<file path="src/rtl/piece_move_if.sv">
// Request/collision/position bundle between the input-timer logic, the collision checker and
// piece_move_controller. The controller takes the slave modport.
interface piece_move_if #(
   parameter int unsigned XW = 4,
   parameter int unsigned YW = 5
);
   logic          spawn_req;
   logic          gravity_tick;
   logic          left_req;
   logic          right_req;
   logic          down_req;
   logic          left_collision;
   logic          right_collision;
   logic          down_collision;
   logic [XW-1:0] piece_x;
   logic [YW-1:0] piece_y;
   logic          no_piece;
   logic          lock_pulse;
   logic          top_out;

   modport master (
      output spawn_req, gravity_tick, left_req, right_req, down_req,
      output left_collision, right_collision, down_collision,
      input  piece_x, piece_y, no_piece, lock_pulse, top_out
   );

   modport slave (
      input  spawn_req, gravity_tick, left_req, right_req, down_req,
      input  left_collision, right_collision, down_collision,
      output piece_x, piece_y, no_piece, lock_pulse, top_out
   );
endinterface

</file>
<file path="src/rtl/piece_move_controller.sv">
// Falling-piece sequencer: spawn, gravity/player moves, lock delay and top-out detection.
// Optional macro PIECE_MOVE_LOCK_RESET_EN: successful left/right moves also clear the lock delay.
module piece_move_controller #(
   parameter int unsigned BOARD_WIDTH  = 10,
   parameter int unsigned BOARD_HEIGHT = 20,
   parameter int unsigned SPAWN_X      = 3,
   parameter int unsigned LOCK_TICKS   = 2
) (
   input logic         clk,
   input logic         reset_n,
   piece_move_if.slave bus
);
   localparam int unsigned XW = $clog2(BOARD_WIDTH);
   localparam int unsigned YW = $clog2(BOARD_HEIGHT);
   localparam logic [XW-1:0] XMax      = XW'(BOARD_WIDTH - 1);
   localparam logic [YW-1:0] YMax      = YW'(BOARD_HEIGHT - 1);
   localparam logic [XW-1:0] XSpawn    = XW'(SPAWN_X);
   localparam logic [3:0]    LockTicks = 4'(LOCK_TICKS);

   localparam logic [2:0] StIdle   = 3'd0;
   localparam logic [2:0] StSpawn  = 3'd1;
   localparam logic [2:0] StSettle = 3'd2;
   localparam logic [2:0] StActive = 3'd3;
   localparam logic [2:0] StLock   = 3'd4;
   localparam logic [2:0] StDead   = 3'd5;

   logic [2:0]    state_q, state_d;
   logic [XW-1:0] x_q, x_d;
   logic [YW-1:0] y_q, y_d;
   logic          no_piece_q, no_piece_d;
   logic          top_out_q, top_out_d;
   logic [3:0]    lock_cnt_q, lock_cnt_d;
   logic          pend_down_q, pend_down_d;
   logic          pend_left_q, pend_left_d;
   logic          pend_right_q, pend_right_d;
   logic          want_down, want_left, want_right;
   logic [3:0]    lock_cnt_inc;

   // Requests arriving this cycle are visible immediately so an idle ACTIVE moves on the next edge.
   assign want_down    = pend_down_q | bus.gravity_tick | bus.down_req;
   assign want_left    = pend_left_q | bus.left_req;
   assign want_right   = pend_right_q | bus.right_req;
   assign lock_cnt_inc = lock_cnt_q + 4'd1;

   always_comb begin
      state_d      = state_q;
      x_d          = x_q;
      y_d          = y_q;
      no_piece_d   = no_piece_q;
      top_out_d    = top_out_q;
      lock_cnt_d   = lock_cnt_q;
      pend_down_d  = want_down;
      pend_left_d  = want_left;
      pend_right_d = want_right;
      case (state_q)
         StIdle: begin
            pend_down_d  = 1'b0;
            pend_left_d  = 1'b0;
            pend_right_d = 1'b0;
            no_piece_d   = 1'b1;
            if (bus.spawn_req) state_d = StSpawn;
         end
         StSpawn: begin
            x_d        = XSpawn;
            y_d        = '0;
            no_piece_d = 1'b0;
            lock_cnt_d = '0;
            state_d    = StSettle;
         end
         StSettle: state_d = StActive;
         StActive: begin
            if (want_down) begin
               pend_down_d = 1'b0;
               if (!bus.down_collision && (y_q < YMax)) begin
                  y_d        = y_q + YW'(1);
                  lock_cnt_d = '0;
                  state_d    = StSettle;
               end else begin
                  lock_cnt_d = lock_cnt_inc;
                  if (lock_cnt_inc == LockTicks) state_d = StLock;
               end
            end else if (want_left) begin
               pend_left_d = 1'b0;
               if (!bus.left_collision && (x_q != '0)) begin
                  x_d     = x_q - XW'(1);
                  state_d = StSettle;
`ifdef PIECE_MOVE_LOCK_RESET_EN
                  lock_cnt_d = '0;
`endif
               end
            end else if (want_right) begin
               pend_right_d = 1'b0;
               if (!bus.right_collision && (x_q < XMax)) begin
                  x_d     = x_q + XW'(1);
                  state_d = StSettle;
`ifdef PIECE_MOVE_LOCK_RESET_EN
                  lock_cnt_d = '0;
`endif
               end
            end
         end
         StLock: begin
            pend_down_d  = 1'b0;
            pend_left_d  = 1'b0;
            pend_right_d = 1'b0;
            no_piece_d   = 1'b1;
            lock_cnt_d   = '0;
            if (y_q == '0) begin
               top_out_d = 1'b1;
               state_d   = StDead;
            end else begin
               state_d = StIdle;
            end
         end
         StDead: begin
            pend_down_d  = 1'b0;
            pend_left_d  = 1'b0;
            pend_right_d = 1'b0;
         end
         default: state_d = StIdle;
      endcase
   end

   always_ff @(posedge clk) begin
      if (!reset_n) begin
         state_q      <= StIdle;
         x_q          <= '0;
         y_q          <= '0;
         no_piece_q   <= 1'b1;
         top_out_q    <= 1'b0;
         lock_cnt_q   <= '0;
         pend_down_q  <= 1'b0;
         pend_left_q  <= 1'b0;
         pend_right_q <= 1'b0;
      end else begin
         state_q      <= state_d;
         x_q          <= x_d;
         y_q          <= y_d;
         no_piece_q   <= no_piece_d;
         top_out_q    <= top_out_d;
         lock_cnt_q   <= lock_cnt_d;
         pend_down_q  <= pend_down_d;
         pend_left_q  <= pend_left_d;
         pend_right_q <= pend_right_d;
      end
   end

   assign bus.piece_x    = x_q;
   assign bus.piece_y    = y_q;
   assign bus.no_piece   = no_piece_q;
   assign bus.lock_pulse = (state_q == StLock);
   assign bus.top_out    = top_out_q;
endmodule

</file>
<file path="src/flat_wrapper.sv">
// flat-port wrapper written by rule: the top's interface ports become plain ports
module piece_move_controller_flat 
#(
   parameter int unsigned BOARD_WIDTH  = 10,
   parameter int unsigned BOARD_HEIGHT = 20,
   parameter int unsigned SPAWN_X      = 3,
   parameter int unsigned LOCK_TICKS   = 2
)
  (clk, reset_n, bus_spawn_req, bus_gravity_tick, bus_left_req, bus_right_req, bus_down_req, bus_left_collision, bus_right_collision, bus_down_collision, bus_piece_x, bus_piece_y, bus_no_piece, bus_lock_pulse, bus_top_out);
  piece_move_if #(.XW(4), .YW(5)) bus_i ();
  input logic clk;
  input logic reset_n;
  input wire logic [$bits(bus_i.spawn_req)-1:0] bus_spawn_req;
  input wire logic [$bits(bus_i.gravity_tick)-1:0] bus_gravity_tick;
  input wire logic [$bits(bus_i.left_req)-1:0] bus_left_req;
  input wire logic [$bits(bus_i.right_req)-1:0] bus_right_req;
  input wire logic [$bits(bus_i.down_req)-1:0] bus_down_req;
  input wire logic [$bits(bus_i.left_collision)-1:0] bus_left_collision;
  input wire logic [$bits(bus_i.right_collision)-1:0] bus_right_collision;
  input wire logic [$bits(bus_i.down_collision)-1:0] bus_down_collision;
  output wire logic [$bits(bus_i.piece_x)-1:0] bus_piece_x;
  output wire logic [$bits(bus_i.piece_y)-1:0] bus_piece_y;
  output wire logic [$bits(bus_i.no_piece)-1:0] bus_no_piece;
  output wire logic [$bits(bus_i.lock_pulse)-1:0] bus_lock_pulse;
  output wire logic [$bits(bus_i.top_out)-1:0] bus_top_out;
  assign bus_i.spawn_req = bus_spawn_req;
  assign bus_i.gravity_tick = bus_gravity_tick;
  assign bus_i.left_req = bus_left_req;
  assign bus_i.right_req = bus_right_req;
  assign bus_i.down_req = bus_down_req;
  assign bus_i.left_collision = bus_left_collision;
  assign bus_i.right_collision = bus_right_collision;
  assign bus_i.down_collision = bus_down_collision;
  assign bus_piece_x = bus_i.piece_x;
  assign bus_piece_y = bus_i.piece_y;
  assign bus_no_piece = bus_i.no_piece;
  assign bus_lock_pulse = bus_i.lock_pulse;
  assign bus_top_out = bus_i.top_out;
  piece_move_controller #(.BOARD_WIDTH(BOARD_WIDTH), .BOARD_HEIGHT(BOARD_HEIGHT), .SPAWN_X(SPAWN_X), .LOCK_TICKS(LOCK_TICKS)) u_core (.clk(clk), .reset_n(reset_n), .bus(bus_i));
endmodule
</file>
<file path="config.mk">
export PLATFORM = sky130hd
export DESIGN_NAME = piece_move_controller_flat
export DESIGN_NICKNAME = d
export VERILOG_FILES = /design/src/rtl/piece_move_if.sv /design/src/rtl/piece_move_controller.sv /design/src/flat_wrapper.sv
export SDC_FILE = /design/constraint.sdc
export NUM_CORES = 1
export LEC_CHECK = 0
export BUFFER_PORTS_ARGS = -buffer_cell sky130_fd_sc_hd__buf_2
export CORE_UTILIZATION = 52
export CTS_CLUSTER_SIZE = 25
export DETAILED_ROUTE_END_ITERATION = 10
export GPL_TIMING_DRIVEN = 0
export PLACE_DENSITY = 0.77
export SKIP_LAST_GASP = 1
export SYNTH_ARGS = -nofsm -noshare
export SYNTH_HDL_FRONTEND = slang
export SYNTH_SLANG_ARGS = --single-unit
</file>
<file path="constraint.sdc">
create_clock -name clk -period 5.2 [get_ports clk]
set_input_delay 0.52 -clock clk [delete_from_list [all_inputs] [get_ports clk]]
set_output_delay 0.52 -clock clk [all_outputs]
set_load 0.005 [all_outputs]
</file>
==> impl.org <==
** Power and ir drop
- PwrDens :: 236.1 nW/um2
- Combinational cells account for 20.1% of the total power.
- Sequential power share :: 55.8%
- Net switching is 29.77% of the power.
- The clock network burns 24.1% of the power.
- Power dissipated by switching net loads :: 94.52 uW
- IR analysis of the VDD net gives a maximum drop of 0.2051 mV.
- In this run the static leakage power is 0.5389 nW.
- Internal cell power :: 223.0 uW

** Global route
- The number of antenna violations at the first check in global routing was 0.
- The first global-routing pass estimated 4692 um of wire.
- Largest net degree at the start of global routing :: 13
- The via count of the first global-routing pass is 1,072.
- Global route total overflow :: 0
- Across every metal layer, demand over resource in global routing totals 24.39%.

** Worst setup path
- Data arrives at the worst endpoint at 2.36 ns.
- Critical-path maximum fanout :: 4
- Worst Reg2Reg Path Length in Cells :: 8
- Origin of the worst setup path :: bus_left_req
- Worst reg-to-reg setup slack :: 3.08 ns
- At the worst endpoint, the required time is 5.43 ns.
- CP startpoint kind :: input pin
- Setup CP Type :: in -> reg
- The most critical setup path has its endpoint at u_core.bus.piece_x[3].
- R2r endpoint :: u_core.bus.piece_x[3]
- Critical Path Sink Type :: flip-flop
- Source of the worst register-to-register timing path :: u_core.pend_left_q

** Clock tree
- CTS placed an instance of sky130_fd_sc_hd__clkbuf_4 at the clock tree root.
- TritonCTS clock tree :: built
- Post-CTS timing repair inserted 0 buffers for setup.
- Clock insertion delay at the later pin of the skew report :: 0.29 ns
- The longest clock path from root to sink contains 2 buffers.
- Number of clock buffers inserted by TritonCTS :: 3
- After clock tree synthesis, the clock-pin slew on the worst setup and hold paths is 0.12 ns.
- Post-CTS repair changed the size of 0 cells.
- In this run the number of H-tree levels came out at 1.
- Clock tree sinks :: 21
- For this design, the CTS-stage hold fixing added 0 buffers.

** Placement
- Post-DP HPWL :: 2094 um
- After detailed placement, the total cell area comes to 1318 um2.
- In this run the tool buffered the top-level ports with 20 buffer cells.
- Placed instance count :: 184
- Weighted congestion reported at the end of routability-driven placement :: 0.7874

** Cells and area
- The number of antenna diodes in the final layout is 0.
- Compared with the post-synthesis result, the final layout area differs by 13.64%.
- Once layout is done, the placed cells without fillers occupy 1345 um2.
- In the final layout, the share of cells above drive strength 1 is 16.77%.
- The final layout contains 179 nets.
- For this run, the number of standard cells in the final layout without fillers is 188.

** Route
- Routed WL :: 2688 um
- Remaining routing DRC violations :: 0
- Average wire per standard cell :: 14.30 um
- In this run the remaining antenna-violating nets after routing total 0.
- In the routed layout, each cell is associated on average with a via count of 5.952.
- Before antenna repair, the detailed router went through 4 iterations.
- Vias post-DR :: 1,119
- In this run, the number of DRC markers left after iteration 0 of detailed routing was 32.

** STA
- Number of hold-slack violations in the final timing report :: 0
- Unrepaired setup endpoints after global routing :: no
- The max-slew violation total from the final report is 0.
- Measured against its own limit, the worst slew margin works out to 49.91%.
- Timing would allow up to 469.6 MHz.
- Setup violations remaining at the end of the flow were counted as 0.
- Across the routed clock network, the largest skew measured is 0.003336 ns.
- At the pin with the least slew margin, the transition time is 0.7456 ns.
- After layout, the worst path uses 40.96% of the clock period.
- Fin Setup TNS :: 0 ns
- Final Critical Period :: 2.130 ns

** Die
- Chip Height :: 49.71 um
- Horizontal die dimension :: 49.71 um
- The floorplan step defined a die boundary enclosing 2471 um2.
- Number of top-level pins :: 22
- Cell Rows :: 16
- Placeable core region :: 2042 um2
- Starting density of the core :: 57.97%

** Synthesis
- Synthesized cell area :: 1184 um2
- Biggest area contributors in the synthesized netlist :: sky130_fd_sc_hd__dfxtp_1, sky130_fd_sc_hd__ha_1, sky130_fd_sc_hd__nor2_1, sky130_fd_sc_hd__nand2_1, sky130_fd_sc_hd__nor3_1
- Synthesis produced a netlist with a net count of 154.
- Flip-flop and latch count after synthesis :: 21
- Post-synth ARST share :: 0%
- Cell accounting for the most synthesized area :: sky130_fd_sc_hd__dfxtp_1
- Sequential-to-total area share from yosys stat :: 35.52%
- After synthesis, the netlist uses 44 different library cells.
- sky130_fd_sc_hd__dfxtp_1 is the most common cell in the netlist.
- Synthesized area per cell :: 8.640 um2
- Top cell type's share of synthesized area :: 35.52%
- Top cell types by occurrence after synthesis :: sky130_fd_sc_hd__dfxtp_1, sky130_fd_sc_hd__nor2_1, sky130_fd_sc_hd__nand2_1
- Primary flip-flop cell chosen by synthesis mapping :: sky130_fd_sc_hd__dfxtp_1
- Post-synthesis cell count :: 137
- Yosys warning count :: 0
- Number of enable-type register cells in the synthesized netlist :: 0

** Job
- The tool flagged a number of max-cap violations equal to 0.

** Min path
- In this run the worst hold path is classified as reg -> reg.

** Outcome
- Outcome :: complete, no violations
==> power groups by stage <==
stage	Sequential, mW	Clock [mW]	Combinational [mW]
global route	0.179	0.0875	0.0716
detailed placement	0.181	0	0.0633
finish	0.177	0.0765	0.0638
CTS	0.177	0.0787	0.0637
global placement	0.180	0	0.0606
floorplan	0.179	0	0.0448
==> layout make-up <==
| cell class | instances | area (um2) |
|---|---|---|
| Multi-Input combinational cell | 104 | 716.9 |
| Fill cell | 189 | 696.9 |
| Sequential cell | 21 | 420.4 |
| Timing Repair Buffer | 20 | 100.1 |
| Tap cell | 27 | 33.78 |
| Inverter | 7 | 26.28 |
| Clock buffer | 3 | 22.52 |
| Buffer | 5 | 20.02 |
| Clock inverter | 1 | 5.005 |
==> layout by cell type (no fill, tap or decap), types with 2 or more instances in the layout <==
cell type                  count
sky130_fd_sc_hd__a21oi_1       5
sky130_fd_sc_hd__nor2b_1       4
sky130_fd_sc_hd__clkbuf_4      3
sky130_fd_sc_hd__buf_2        20
sky130_fd_sc_hd__nor3b_1       2
sky130_fd_sc_hd__and2_1        3
sky130_fd_sc_hd__nand2_1      10
sky130_fd_sc_hd__or3_1         2
sky130_fd_sc_hd__nand4_1       2
sky130_fd_sc_hd__clkbuf_1      4
sky130_fd_sc_hd__nand3_1       4
sky130_fd_sc_hd__o21a_1        3
sky130_fd_sc_hd__ha_1          6
sky130_fd_sc_hd__nor2_1       12
sky130_fd_sc_hd__a31oi_1       2
sky130_fd_sc_hd__mux2i_1       2
sky130_fd_sc_hd__nor3_1        6
sky130_fd_sc_hd__o21ai_0       6
sky130_fd_sc_hd__o31a_1        2
sky130_fd_sc_hd__o32ai_1       2
sky130_fd_sc_hd__a211oi_1      3
sky130_fd_sc_hd__nand2b_1      3
sky130_fd_sc_hd__dfxtp_1      21
sky130_fd_sc_hd__o211ai_1      3
sky130_fd_sc_hd__xnor2_1       3
sky130_fd_sc_hd__inv_1         7
==> worst max-delay path, cell delays in order <==
cell and delay (ns):
sky130_fd_sc_hd__buf_2 0.09, sky130_fd_sc_hd__nor2_1 0.22, sky130_fd_sc_hd__inv_1 0.19, sky130_fd_sc_hd__ha_1 0.35
sky130_fd_sc_hd__a21oi_1 0.16, sky130_fd_sc_hd__nand2_1 0.09, sky130_fd_sc_hd__mux2i_1 0.13, sky130_fd_sc_hd__or4_1 0.42
sky130_fd_sc_hd__a31oi_1 0.18
==> registers in the layout, summed over array words and instances (netlist names) <==
register             count
u_core.bus.piece_y       5
u_core.bus.piece_x       4
u_core.lock_cnt_q        4
u_core.state_q           3
u_core.bus.no_piece      1
u_core.bus.top_out       1
u_core.pend_down_q       1
u_core.pend_left_q       1
u_core.pend_right_q      1
==> logic make-up (layout without fill, tap and decap cells) <==
logic type,count (synthesis),count (layout),synth area share [%]
muxes,2,2,1.691
and+or+nand+nor,54,54,25.05
xor gates and xnor gates,4,4,2.960
DFF,21,21,35.52
AOI/OAI and AO/OA,37,37,22.83
buffers and inverters,12,36,3.911
adders and majority gates,7,7,8.034
==> how the worst min path moves through the flow <==
stage,start,to,slack [ns],depth (start not counted)
5_1_grt,bus_spawn_req,u_core.state_q[0],0.54,3
3_5_place_dp,u_core.bus.top_out,u_core.bus.top_out,0.48,2
2_1_floorplan,u_core.bus.no_piece,u_core.bus.no_piece,0.48,2
6_report,u_core.bus.no_piece,u_core.bus.no_piece,0.50,2
4_1_cts,u_core.bus.no_piece,u_core.bus.no_piece,0.51,2
3_3_place_gp,u_core.bus.top_out,u_core.bus.top_out,0.47,2
==> metal layers <==
layer  GRT usage (%)  wire [um]  share of wire (%)  vias up
met4           7.143         18               0.67        0
met2           42.12       1346                 50       29
met5               0          0                  0        -
met3           3.086        103                3.8        4
li1                -          -                  -      556
met1           31.37       1220                 45      530
==> metrics by stage <==
step,util (%),hold WS (ns),setup slack [ns],power (mW)
final,65.87,0.5037,3.070,0.3175
after global routing,65.87,0.5393,2.898,0.3377
after CTS,65.87,0.5074,3.104,0.3194
after detailed placement,64.52,0.4755,2.799,0.2442
after global placement,64.52,0.4689,2.862,0.2407
after floorplan,-,0.4803,3.087,0.2242
(Power assumes the default switching activity.)
